$ cat src/rtl/rc4_key_search.sv
// rc4_key_search
//
// Brute-force key search controller for an external RC4 keystream core.
// Walks every candidate key in an inclusive range [key_lo, key_hi], lets the
// core produce its M_BYTES_LEN-byte output for that key, and accepts the key
// when every output byte is printable ASCII (0x20..0x7E). Bytes are tested
// one per cycle, most-significant byte first, so a bad candidate is dropped
// at its first non-printable byte.
//
// Ports
//   clk             rising-edge clock for all logic
//   reset           synchronous active-high reset, dominates every input
//   start           one-cycle launch pulse, honoured only while idle
//   abort           ends a running search and returns to idle
//   key_lo, key_hi  inclusive candidate range, sampled on start
//   core_enable     enable to the RC4 core (high through RUN and CHECK)
//   core_key        current candidate key presented to the core
//   core_bytes_out  keystream/output bytes from the core
//   core_done       one-cycle pulse from the core, core_bytes_out valid then
//   busy            high whenever the controller is not idle
//   found           high from a successful search until next start/reset
//   exhausted       high from an unsuccessful search until next start/reset
//   key_found       matching key, valid while found is high
//   plaintext       core output for the matching key, valid while found
module rc4_key_search #(
  parameter int K_BYTES_LEN = 3,
  parameter int M_BYTES_LEN = 16
) (
  input  logic                     clk,
  input  logic                     reset,
  input  logic                     start,
  input  logic                     abort,
  input  logic [K_BYTES_LEN*8-1:0] key_lo,
  input  logic [K_BYTES_LEN*8-1:0] key_hi,
  output logic                     core_enable,
  output logic [K_BYTES_LEN*8-1:0] core_key,
  input  logic [M_BYTES_LEN*8-1:0] core_bytes_out,
  input  logic                     core_done,
  output logic                     busy,
  output logic                     found,
  output logic                     exhausted,
  output logic [K_BYTES_LEN*8-1:0] key_found,
  output logic [M_BYTES_LEN*8-1:0] plaintext
);

  localparam int KW    = K_BYTES_LEN * 8;
  localparam int MW    = M_BYTES_LEN * 8;
  localparam int IDX_W = (M_BYTES_LEN > 1) ? $clog2(M_BYTES_LEN) : 1;
  localparam logic [IDX_W-1:0] IDX_TOP = IDX_W'(M_BYTES_LEN - 1);

  typedef enum logic [2:0] {
    IDLE,
    RUN,
    CHECK,
    RELEASE,
    FOUND,
    EXHAUST
  } state_t;

  state_t           state;
  logic [KW-1:0]    cand;
  logic [KW-1:0]    hi;
  logic [MW-1:0]    chk;
  logic [IDX_W-1:0] idx;

  function automatic logic is_printable(input logic [7:0] b);
    return (b >= 8'h20) && (b <= 8'h7E);
  endfunction

  // Shift-based byte select keeps the index arithmetic width-clean for any
  // message length.
  function automatic logic [7:0] byte_at(input logic [MW-1:0] v,
                                         input logic [IDX_W-1:0] i);
    logic [MW-1:0] sh;
    sh = v >> {i, 3'b000};
    return sh[7:0];
  endfunction

  logic cur_ok;
  assign cur_ok   = is_printable(byte_at(chk, idx));

  // The candidate register only moves in RELEASE, so the key seen by the
  // core is constant across each RUN/CHECK interval.
  assign core_key = cand;

  // Control FSM with registered outputs. core_enable and busy are updated
  // together with every transition so they always match the next state.
  always_ff @(posedge clk) begin
    if (reset) begin
      state       <= IDLE;
      core_enable <= 1'b0;
      busy        <= 1'b0;
      found       <= 1'b0;
      exhausted   <= 1'b0;
      key_found   <= '0;
      plaintext   <= '0;
      cand        <= '0;
      idx         <= '0;
    end else if (abort && (state != IDLE)) begin
      // Abort beats a same-cycle core_done; result flags are left alone.
      state       <= IDLE;
      core_enable <= 1'b0;
      busy        <= 1'b0;
    end else begin
      case (state)
        IDLE: begin
          if (start) begin
            found     <= 1'b0;
            exhausted <= 1'b0;
            busy      <= 1'b1;
            if (key_lo > key_hi) begin
              state <= EXHAUST;
            end else begin
              cand        <= key_lo;
              state       <= RUN;
              core_enable <= 1'b1;
            end
          end
        end

        RUN: begin
          if (core_done) begin
            idx   <= IDX_TOP;
            state <= CHECK;
          end
        end

        CHECK: begin
          if (!cur_ok) begin
            state       <= RELEASE;
            core_enable <= 1'b0;
          end else if (idx == '0) begin
            state       <= FOUND;
            core_enable <= 1'b0;
          end else begin
            idx <= idx - IDX_W'(1);
          end
        end

        RELEASE: begin
          // Compare before incrementing so an all-ones upper bound ends the
          // search instead of wrapping the candidate to zero.
          if (cand == hi) begin
            state <= EXHAUST;
          end else begin
            cand        <= cand + KW'(1);
            state       <= RUN;
            core_enable <= 1'b1;
          end
        end

        FOUND: begin
          key_found <= cand;
          plaintext <= chk;
          found     <= 1'b1;
          busy      <= 1'b0;
          state     <= IDLE;
        end

        EXHAUST: begin
          exhausted <= 1'b1;
          busy      <= 1'b0;
          state     <= IDLE;
        end

        default: begin
          state       <= IDLE;
          core_enable <= 1'b0;
          busy        <= 1'b0;
        end
      endcase
    end
  end

  // Datapath registers: upper bound and the captured core output. They need
  // no reset; they are always loaded before being used.
  always_ff @(posedge clk) begin
    if (!reset) begin
      if ((state == IDLE) && start) begin
        hi <= key_hi;
      end
      if ((state == RUN) && core_done && !abort) begin
        chk <= core_bytes_out;
      end
    end
  end

endmodule
$ cat config.mk
export PLATFORM = sky130hd
export DESIGN_NAME = rc4_key_search
export DESIGN_NICKNAME = d
export VERILOG_FILES = /design/src/rtl/rc4_key_search.sv
export SDC_FILE = /design/constraint.sdc
export NUM_CORES = 1
export LEC_CHECK = 0
export ABC_AREA = 1
export CORE_ASPECT_RATIO = 1.75
export CORE_UTILIZATION = 40
export DETAILED_ROUTE_END_ITERATION = 16
export GPL_TIMING_DRIVEN = 0
export HOLD_SLACK_MARGIN = 0.1
export PLACE_DENSITY = 0.68
export SLEW_MARGIN = 20
export SYNTH_ARGS = -nofsm -noshare
export SYNTH_HDL_FRONTEND = slang
export SYNTH_SLANG_ARGS = --single-unit
$ cat constraint.sdc
create_clock -name clk -period 23.8 [get_ports clk]
set_input_delay 2.38 -clock clk [delete_from_list [all_inputs] [get_ports clk]]
set_output_delay 2.38 -clock clk [all_outputs]
set_load 0.05 [all_outputs]
==> summary.txt, run 1 <==
Status
  – Outcome: finished clean

Floorplanning
  – Row count: 89
  – Total core area: 34000 µm²
  – Die area: 35500 µm²
  – Die width: 143 µm
  – Die Y: 248 µm
  – Io pins: 361
  – Initial Util: between 40 and 50%

Critical path
  – Crit path from: abort
  – Setup crit end kind: register
  – Crit path kind: input pin to register
  – WP buf/inv: 6
  – Arrival time at the worst endpoint: 4.86 ns
  – CP Max Fanout: 10
  – Slowest CP cell: nor3_2
  – Top delay family on crit path: buffers and inverters
  – R2R depth: 12
  – R2r startpoint: idx[1]$_SDFFE_PP0P_
  – CP max stage delay: 0.60 ns
  – Worst Path Required: approximately 24 ns
  – Crit path cell chain: clkdlybuf4s50_1 -> nand2_1 -> inv_1 -> nor3_1 -> nand2_2 -> nor3_2 -> buf_4 -> buf_6 -> buf_4 -> buf_6
  – Worst reg2reg path endpoint: chk[41]$_DFFE_PP_
  – Kind of start point of the critical path: input pin
  – Reg2Reg Setup Slack: 20.24 ns

Global route
  – GRT Util Overall: 25.6%
  – First-pass GRT wire length: 68.2 mm
  – Remaining Overflow, GRT: 0
  – Most Crowded Layer GR: met2
  – Met1 usage: 25.6%
  – GRT met2 Usage: 48.0%
  – Largest net degree at the start of global routing: 25
  – Initial antenna violation count: 14
  – Number of global-route vias before repair: ~12000
  – Grt met3 use: 3.68%

Placement
  – Port buffer count: 360
  – Routability Congestion: 0.932
  – Placed Area: roughly 18000 µm²
  – Post-place setup slack: 18.65 ns
  – Hpwl dp: ~35 mm

Synth
  – Mapped cell area: 13900 µm²
  – Syn. warnings: 0
  – Number of synthesized flops with an enable pin: roughly 150
  – Flops & latches, synth: 339
  – Mean Syn Cell Area: 9.14 µm²
  – Mapped Nets: 1725
  – Post-synthesis instance total: 1518
  – Part of the Yosys area used for sequential elements: 59.9%
  – Top cell type's share of synthesized area: about 33%
  – Synth area leaders: edfxtp_1, dfxtp_1, nor2_1, nand2_1, o21ai_0
  – Leading area contributor after synthesis: edfxtp_1
  – Prevailing post-synth register cell: dfxtp_1
  – Post-synth ARST share: 0%
  – Netlist cell types: 35

Clock network
  – CTS resizes: 0
  – Clock slew seen by the registers of the worst setup and hold paths: 0.06 ns
  – H-Tree Depth: 1
  – Root buffer cell: clkbuf_16
  – Postcts setup bufs: 0
  – TritonCTS Buffers: 31
  – Clock Path Buffers: 3
  – # clock sinks: roughly 340
  – Hold_buf cts: 0
  – CTS tree: built
  – Clock Latency Late Sink: between 0.5 and 0.6 ns

Timing
  – Setup slack after layout: 19.22 ns
  – Final critical-path share of the clock period: roughly 19%
  – Final Hold Viols: 0
  – Max Clock Freq: 0.218 GHz
  – Fin Setup TNS: 0 ns
  – Actual slew at the worst max-slew pin: 0.777 ns
  – Final setup viols: 0
  – RSZ-0062 raised after global routing: no
  – Count of pins over their slew limit: 0
  – Rel. slew slack: 48.0%
  – Tmin final: between 4 and 5 ns
  – Clk_skew: roughly 0.013 ns
  – Hold Slack: 0.467 ns

Final layout
  – Commonest non-fill, non-tap cells in the layout: clkdlybuf4s50_1, nor2_1, nand2_1
  – Ratio of cells with drive above 1 in the final layout: 6.87%
  – Area growth syn-to-layout: 39.1%
  – Layout Nets: around 2100
  – Fin util: 56.8%
  – Most common cell after layout, fill and taps aside: clkdlybuf4s50_1
  – Cell area after layout: about 19000 µm²

Detailed routing
  – Via-to-Cell Ratio: 4.98
  – Antenna Nets Post-Route: 0
  – Detailed Route Iter0 Violations: 525
  – Router iterations before antenna repair: 5
  – Avg WL per Cell: 18.7 µm
  – # DRC: 0
  – Drt total wl: approximately 45 mm
  – Vias: approximately 12000

Min path
  – Hold Path Depth: 2
  – Hold_sp: exhausted$_SDFFE_PP0P_
  – Worst hold path type: register to register
  – WHS Endpoint: exhausted$_SDFFE_PP0P_

Pwr
  – VDD IR-drop max: slightly below 0.00008 V
  – Leakage: between 7 and 8 nW
  – Cell area power density: 121 nW/µm²

Run
  – Max-cap violations: 0
-- kinds of logic (layout without fill, tap and decap cells) --
group                    after synthesis  count (layout)  share of synthesized area, %
buffers and inverters                193             625                          5.96
AO/OA/AOI/OAI                        276             276                          10.1
XOR/XNOR                              39              39                          2.46
AND/OR/NAND/NOR                      645             645                          19.3
adder cells (fa/ha/maj)               26              26                          2.34
other                                  0              15                             0
flip-flops                           339             339                          59.9
-- per-layer routing --
layer	vias to the layer above	wire [µm]
li1	5852	-
met1	5624	15500
met2	468	24600
met3	117	2610
met4	0	2620
met5	-	0
-- sequential cells by signal, summed over array words and instances, names as in the netlist --
| register | count |
|---|---|
| core_enable | 1 |
| key_found | 24 |
| busy | 1 |
| chk | 128 |
| exhausted | 1 |
| plaintext | 128 |
| hi | 24 |
| idx | 4 |
| state | 3 |
| core_key | 24 |
| found | 1 |
-- Yosys cell counts (2+ instances only) --
| library cell | instances |
|---|---|
| clkbuf_2 | 2 |
| nand4_1 | 23 |
| xnor2_1 | 24 |
| nand3_1 | 72 |
| xor2_1 | 15 |
| inv_1 | 107 |
| o21bai_1 | 2 |
| nand2_2 | 3 |
| nor2_1 | 285 |
| nor3_1 | 8 |
| buf_2 | 27 |
| clkbuf_1 | 36 |
| o21ai_1 | 17 |
| nor2_2 | 2 |
| a21oi_1 | 86 |
| nor2_4 | 3 |
| o21ai_0 | 164 |
| nand3_2 | 6 |
| or2_2 | 2 |
| dfxtp_1 | 187 |
| buf_6 | 4 |
| edfxtp_1 | 152 |
| a31oi_1 | 2 |
| o21a_1 | 2 |
| ha_1 | 26 |
| inv_2 | 7 |
| buf_4 | 9 |
| nand2_1 | 238 |
-- worst max path at each step --
| stage | endpoint | slack [ns] | depth (start not counted) |
|---|---|---|---|
| 2_1_floorplan | chk[0]$_DFFE_PP_ | 11.51 | 5 |
| 3_3_place_gp | chk[90]$_DFFE_PP_ | 6.49 | 6 |
| 3_5_place_dp | core_key[16]$_SDFFE_PP0P_ | 18.65 | 14 |
| 4_1_cts | core_key[12]$_SDFFE_PP0P_ | 19.24 | 14 |
| 5_1_grt | core_key[17]$_SDFFE_PP0P_ | 19.07 | 14 |
| 6_report | chk[41]$_DFFE_PP_ | 19.22 | 10 |
-- final cells by class --
| class | count | area [µm²] |
|---|---|---|
| fillers | 3042 | 14700 |
| multi-input cells | 986 | 4760 |
| well taps | 455 | 569 |
| clock inverters | 18 | 213 |
| diodes | 15 | 37.5 |
| flip-flops and latches | 339 | 8310 |
| clock buffers | 38 | 832 |
| inverters | 115 | 434 |
| plain buffers | 78 | 393 |
| repair buffers | 376 | 3760 |
-- metrics by stage --
stage	total power [mW]	cells
after floorplan	1.47	1518
after global placement	1.82	2333
after detailed placement	1.82	2349
after CTS	2.34	2405
after global routing	2.45	2419
final	2.33	2420
-- report_power, final --
group	internal, mW	switching [mW]
combinational	0.317	0.658
sequential	0.751	0.0886
clock	0.301	0.217
-- worst min-delay path: cells and delay by family, from the launching register on --
family	cells	cell delay, ns
AOI/OAI and AO/OA	1	0.05
DFF	1	0.31
and+or+nand+nor	1	0.06
Power figures use the tool's default switching activity.
==> inputs of run 2 (changes only) <==
==> constraint.sdc (replaced) <==
create_clock -name clk -period 4.4 [get_ports clk]
set_input_delay 0.44 -clock clk [delete_from_list [all_inputs] [get_ports clk]]
set_output_delay 0.44 -clock clk [all_outputs]
set_load 0.05 [all_outputs]
==> run 2 against run 1 <==
Compared with the run above: setup slack got worse by 18 ns; sequential power rose to 5.5 times the previous value; global-route usage decreased by 0.085 points; total power grew to 5.5 times the previous value; first-iteration DRC count up 27%; cell count fell by 0.54%; sequential share of layout area fell by 0.14 points; count of clock-buffer cells in the layout up 8; die area unchanged; combinational power grew to 5.4 times the previous value; via count increased by 0.65%; critical endpoint is now chk[26]$_DFFE_PP_; non-clock buffer count is 7 lower.
==> summary.txt, run 2 (synthesized netlist as in run 1, its figures left out) <==
Global route
  – First-pass GRT wire length: 68.0 mm (-0.15%)
  – Number of global-route vias before repair: 12200 (+1.1%)
  – Remaining Overflow, GRT: 0 (unchanged)
  – GRT Util Overall: 25.5% (-0.085 points)
  – Initial antenna violation count: 4 (-10)
  – Largest net degree at the start of global routing: 25 (unchanged)

Final layout
  – Area growth syn-to-layout: 39.6%
  – Cell area after layout: 19400 µm² (+0.36%)
  – Most common cell after layout, fill and taps aside: clkdlybuf4s50_1
  – FILL cells: 2998 (-1.4%)
  – Register area: 8310 µm² (about the same)
  – Biggest regs: chk x128, plaintext x128
  – Commonest non-fill, non-tap cells in the layout: clkdlybuf4s50_1, nor2_1, nand2_1
  – Post-Layout Cell Count: 2407 (-0.54%)
  – Ratio of cells with drive above 1 in the final layout: 7.08% (+0.21 points)
  – Layout Nets: 2130 (-0.19%)
  – Multi-input combinational cell area: 4790 µm² (+0.79%)

Pwr
  – Clock Power Share: 22.9% (+0.7 points)
  – VDD IR-drop max: 0.000407 V (+420%)
  – Leakage: 7.52 nW (+0.32%)
  – Pint: 7.51 mW (+450%)
  – Flop pwr share: 35.7% (-0.3 points)
  – Logic pwr share: 41.3% (-0.5 points)
  – Psw: 5.30 mW (+450%)
  – Cell area power density: 661 nW/µm² (+450%)
  – Sw Ratio: 41.4% (+0.055 points)
  – Power, Total: 12.8 mW (+450%)

Timing
  – Tmin final: 3.31 ns
  – Max Clock Freq: 0.302 GHz
  – Clk_skew: 0.0207 ns (+0.00774 ns)
  – Final setup viols: 0 (unchanged)
  – Setup slack after layout: 1.09 ns (-18.13 ns)
  – RSZ-0062 raised after global routing: no
  – Actual slew at the worst max-slew pin: 0.774 ns (-0.00369 ns)
  – Rel. slew slack: 48.3% (+0.25 points)
  – Count of pins over their slew limit: 0 (unchanged)
  – Final critical-path share of the clock period: roughly three quarters
  – Final Hold Viols: 0 (unchanged)

Placement
  – Placed Cells: 2342 (-0.30%)
  – Placed Area: 18300 µm² (+0.15%)
  – Hpwl dp: 34.7 mm (-1.0%)
  – Routability Congestion: 0.907 (-2.7%)
  – Port buffer count: 360 (unchanged)
  – Post-place setup slack: 1.07 ns (-17.58 ns)

Clock network
  – Postcts setup bufs: 0 (unchanged)
  – H-Tree Depth: 2 (+1)
  – Clock slew seen by the registers of the worst setup and hold paths: 0.07 ns (about the same)
  – Root buffer cell: clkbuf_16
  – TritonCTS Buffers: 34 (+9.7%)
  – # clock sinks: 339 (unchanged)
  – CTS resizes: 0 (unchanged)
  – Clock Path Buffers: 3 (unchanged)
  – CTS tree: built
  – Hold_buf cts: 0 (unchanged)
  – Clock Latency Late Sink: 0.53 ns (-0.04 ns)

Detailed routing
  – Max layer used: met4
  – Via-to-Cell Ratio: 5.04 (+1.2%)
  – Detailed Route Iter0 Violations: 665 (+27%)
  – Drt total wl: 45.4 mm (about the same)
  – Met2 Wirelength: 24.6 mm (about the same)
  – Antenna Nets Post-Route: 0 (unchanged)
  – Router iterations before antenna repair: 5 (unchanged)
  – Post-Route M1 WL: 15.8 mm (+2.2%)
  – Metal3 WL: 2.70 mm (+3.5%)
  – Avg WL per Cell: 18.8 µm (+0.58%)
  – Vias: 12100 (+0.65%)
  – # DRC: 0 (unchanged)

Critical path
  – CP Max Fanout: 14 (+4)
  – Crit path kind: register to register
  – Setup crit end kind: register
  – Worst reg2reg path endpoint: chk[26]$_DFFE_PP_
  – R2R depth: 13 (+1)
  – Slowest CP cell: nor3_4
  – Crit path cell chain: inv_2 -> buf_2 -> nand3_1 -> nand3_1 -> nand3_1 -> a21oi_1 -> nand2_1 -> nand3_2 -> nand2_4 -> nor3_4 -> buf_8 -> buf_8 -> buf_8
  – Reg2Reg Setup Slack: 1.09 ns (-19.15 ns)
  – Kind of start point of the critical path: register
  – CP max stage delay: 0.61 ns (about the same)
  – Arrival time at the worst endpoint: 3.53 ns (-1.33 ns)
  – R2r startpoint: idx[1]$_SDFFE_PP0P_
  – Worst Path Required: 4.62 ns (-19.46 ns)

Floorplanning
  – Io pins: 361 (unchanged)
  – Row count: 89 (unchanged)
  – Initial Util: 40.9% (unchanged)
  – Total core area: 34000 µm² (unchanged)
  – Die area: 35500 µm² (unchanged)
  – Die Y: 248 µm (unchanged)
  – Die width: 143 µm (unchanged)

Min path
  – Hold Path Depth: 1 (-1)
  – WHS Endpoint: chk[92]$_DFFE_PP_
  – Hold_sp: core_bytes_out[92]
  – Worst hold path type: input pin to register

Status
  – Outcome: finished clean

Run
  – Max-cap violations: 0 (unchanged)
## run 2: changes by cell type in the layout (fill, tap and decap cells not counted), moves of 3 or more
cell / previous run / this run
buf_4: 15 / 8
buf_6: 14 / 6
buf_8: 0 / 9
clkbuf_1: 40 / 43
clkbuf_16: 31 / 35
clkinv_1: 6 / 3
diode_2: 15 / 4
## run 2: critical path: cells and delay by family (launching register included)
family | cells | cell delay (ns)
and+or+nand+nor | 7 | 1.41
buffers and inverters | 5 | 1.07
DFF | 1 | 0.38
AOI/OAI and AO/OA | 1 | 0.14
## run 2: how the worst max path moves through the flow
stage	start	endpoint	slack [ns]
6_report	idx[1]$_SDFFE_PP0P_	chk[26]$_DFFE_PP_	1.09
5_1_grt	idx[1]$_SDFFE_PP0P_	chk[27]$_DFFE_PP_	0.89
4_1_cts	idx[1]$_SDFFE_PP0P_	chk[27]$_DFFE_PP_	1.05
3_5_place_dp	idx[0]$_SDFFE_PP0P_	chk[24]$_DFFE_PP_	1.07
3_3_place_gp	idx[0]$_SDFFE_PP0P_	chk[65]$_DFFE_PP_	-2.37
2_1_floorplan	idx[0]$_SDFFE_PP0P_	chk[0]$_DFFE_PP_	-0.37
## run 2: power groups by stage
stage	registers [mW]	clock network (mW)	logic, mW
floorplan	5.85	0	2.06
global placement	4.67	0	5.14
detailed placement	4.63	0	5.29
CTS	4.57	2.99	5.31
global route	4.64	3.10	5.67
finish	4.58	2.94	5.29
## run 2: final cells by class
cell class,instances,share of cell area (%)
inverters,115,2.24
repair buffers,369,19.3
plain buffers,78,2.08
flip-flops and latches,339,42.9
diodes,4,0.0517
clock buffers,46,4.94
well taps,455,2.94
multi-input cells,986,24.7
clock inverters,15,0.807
## run 2: layer usage
| layer | global-route usage [%] | vias up |
|---|---|---|
| li1 | - | 5832 |
| met1 | 26.1 | 5708 |
| met2 | 48.1 | 484 |
| met3 | 4.37 | 115 |
| met4 | 13.9 | 0 |
| met5 | 0 | - |
## run 2: stage by stage
stage / util, % / setup TNS (ns) / hold WS (ns)
2_1_floorplan: - / -47.25 / 0.471
3_3_place_gp: 53.3 / -302.35 / 0.459
3_5_place_dp: 53.7 / 0 / 0.463
4_1_cts: 57.0 / 0 / 0.440
5_1_grt: 57.0 / 0 / 0.461
6_report: 57.0 / 0 / 0.462
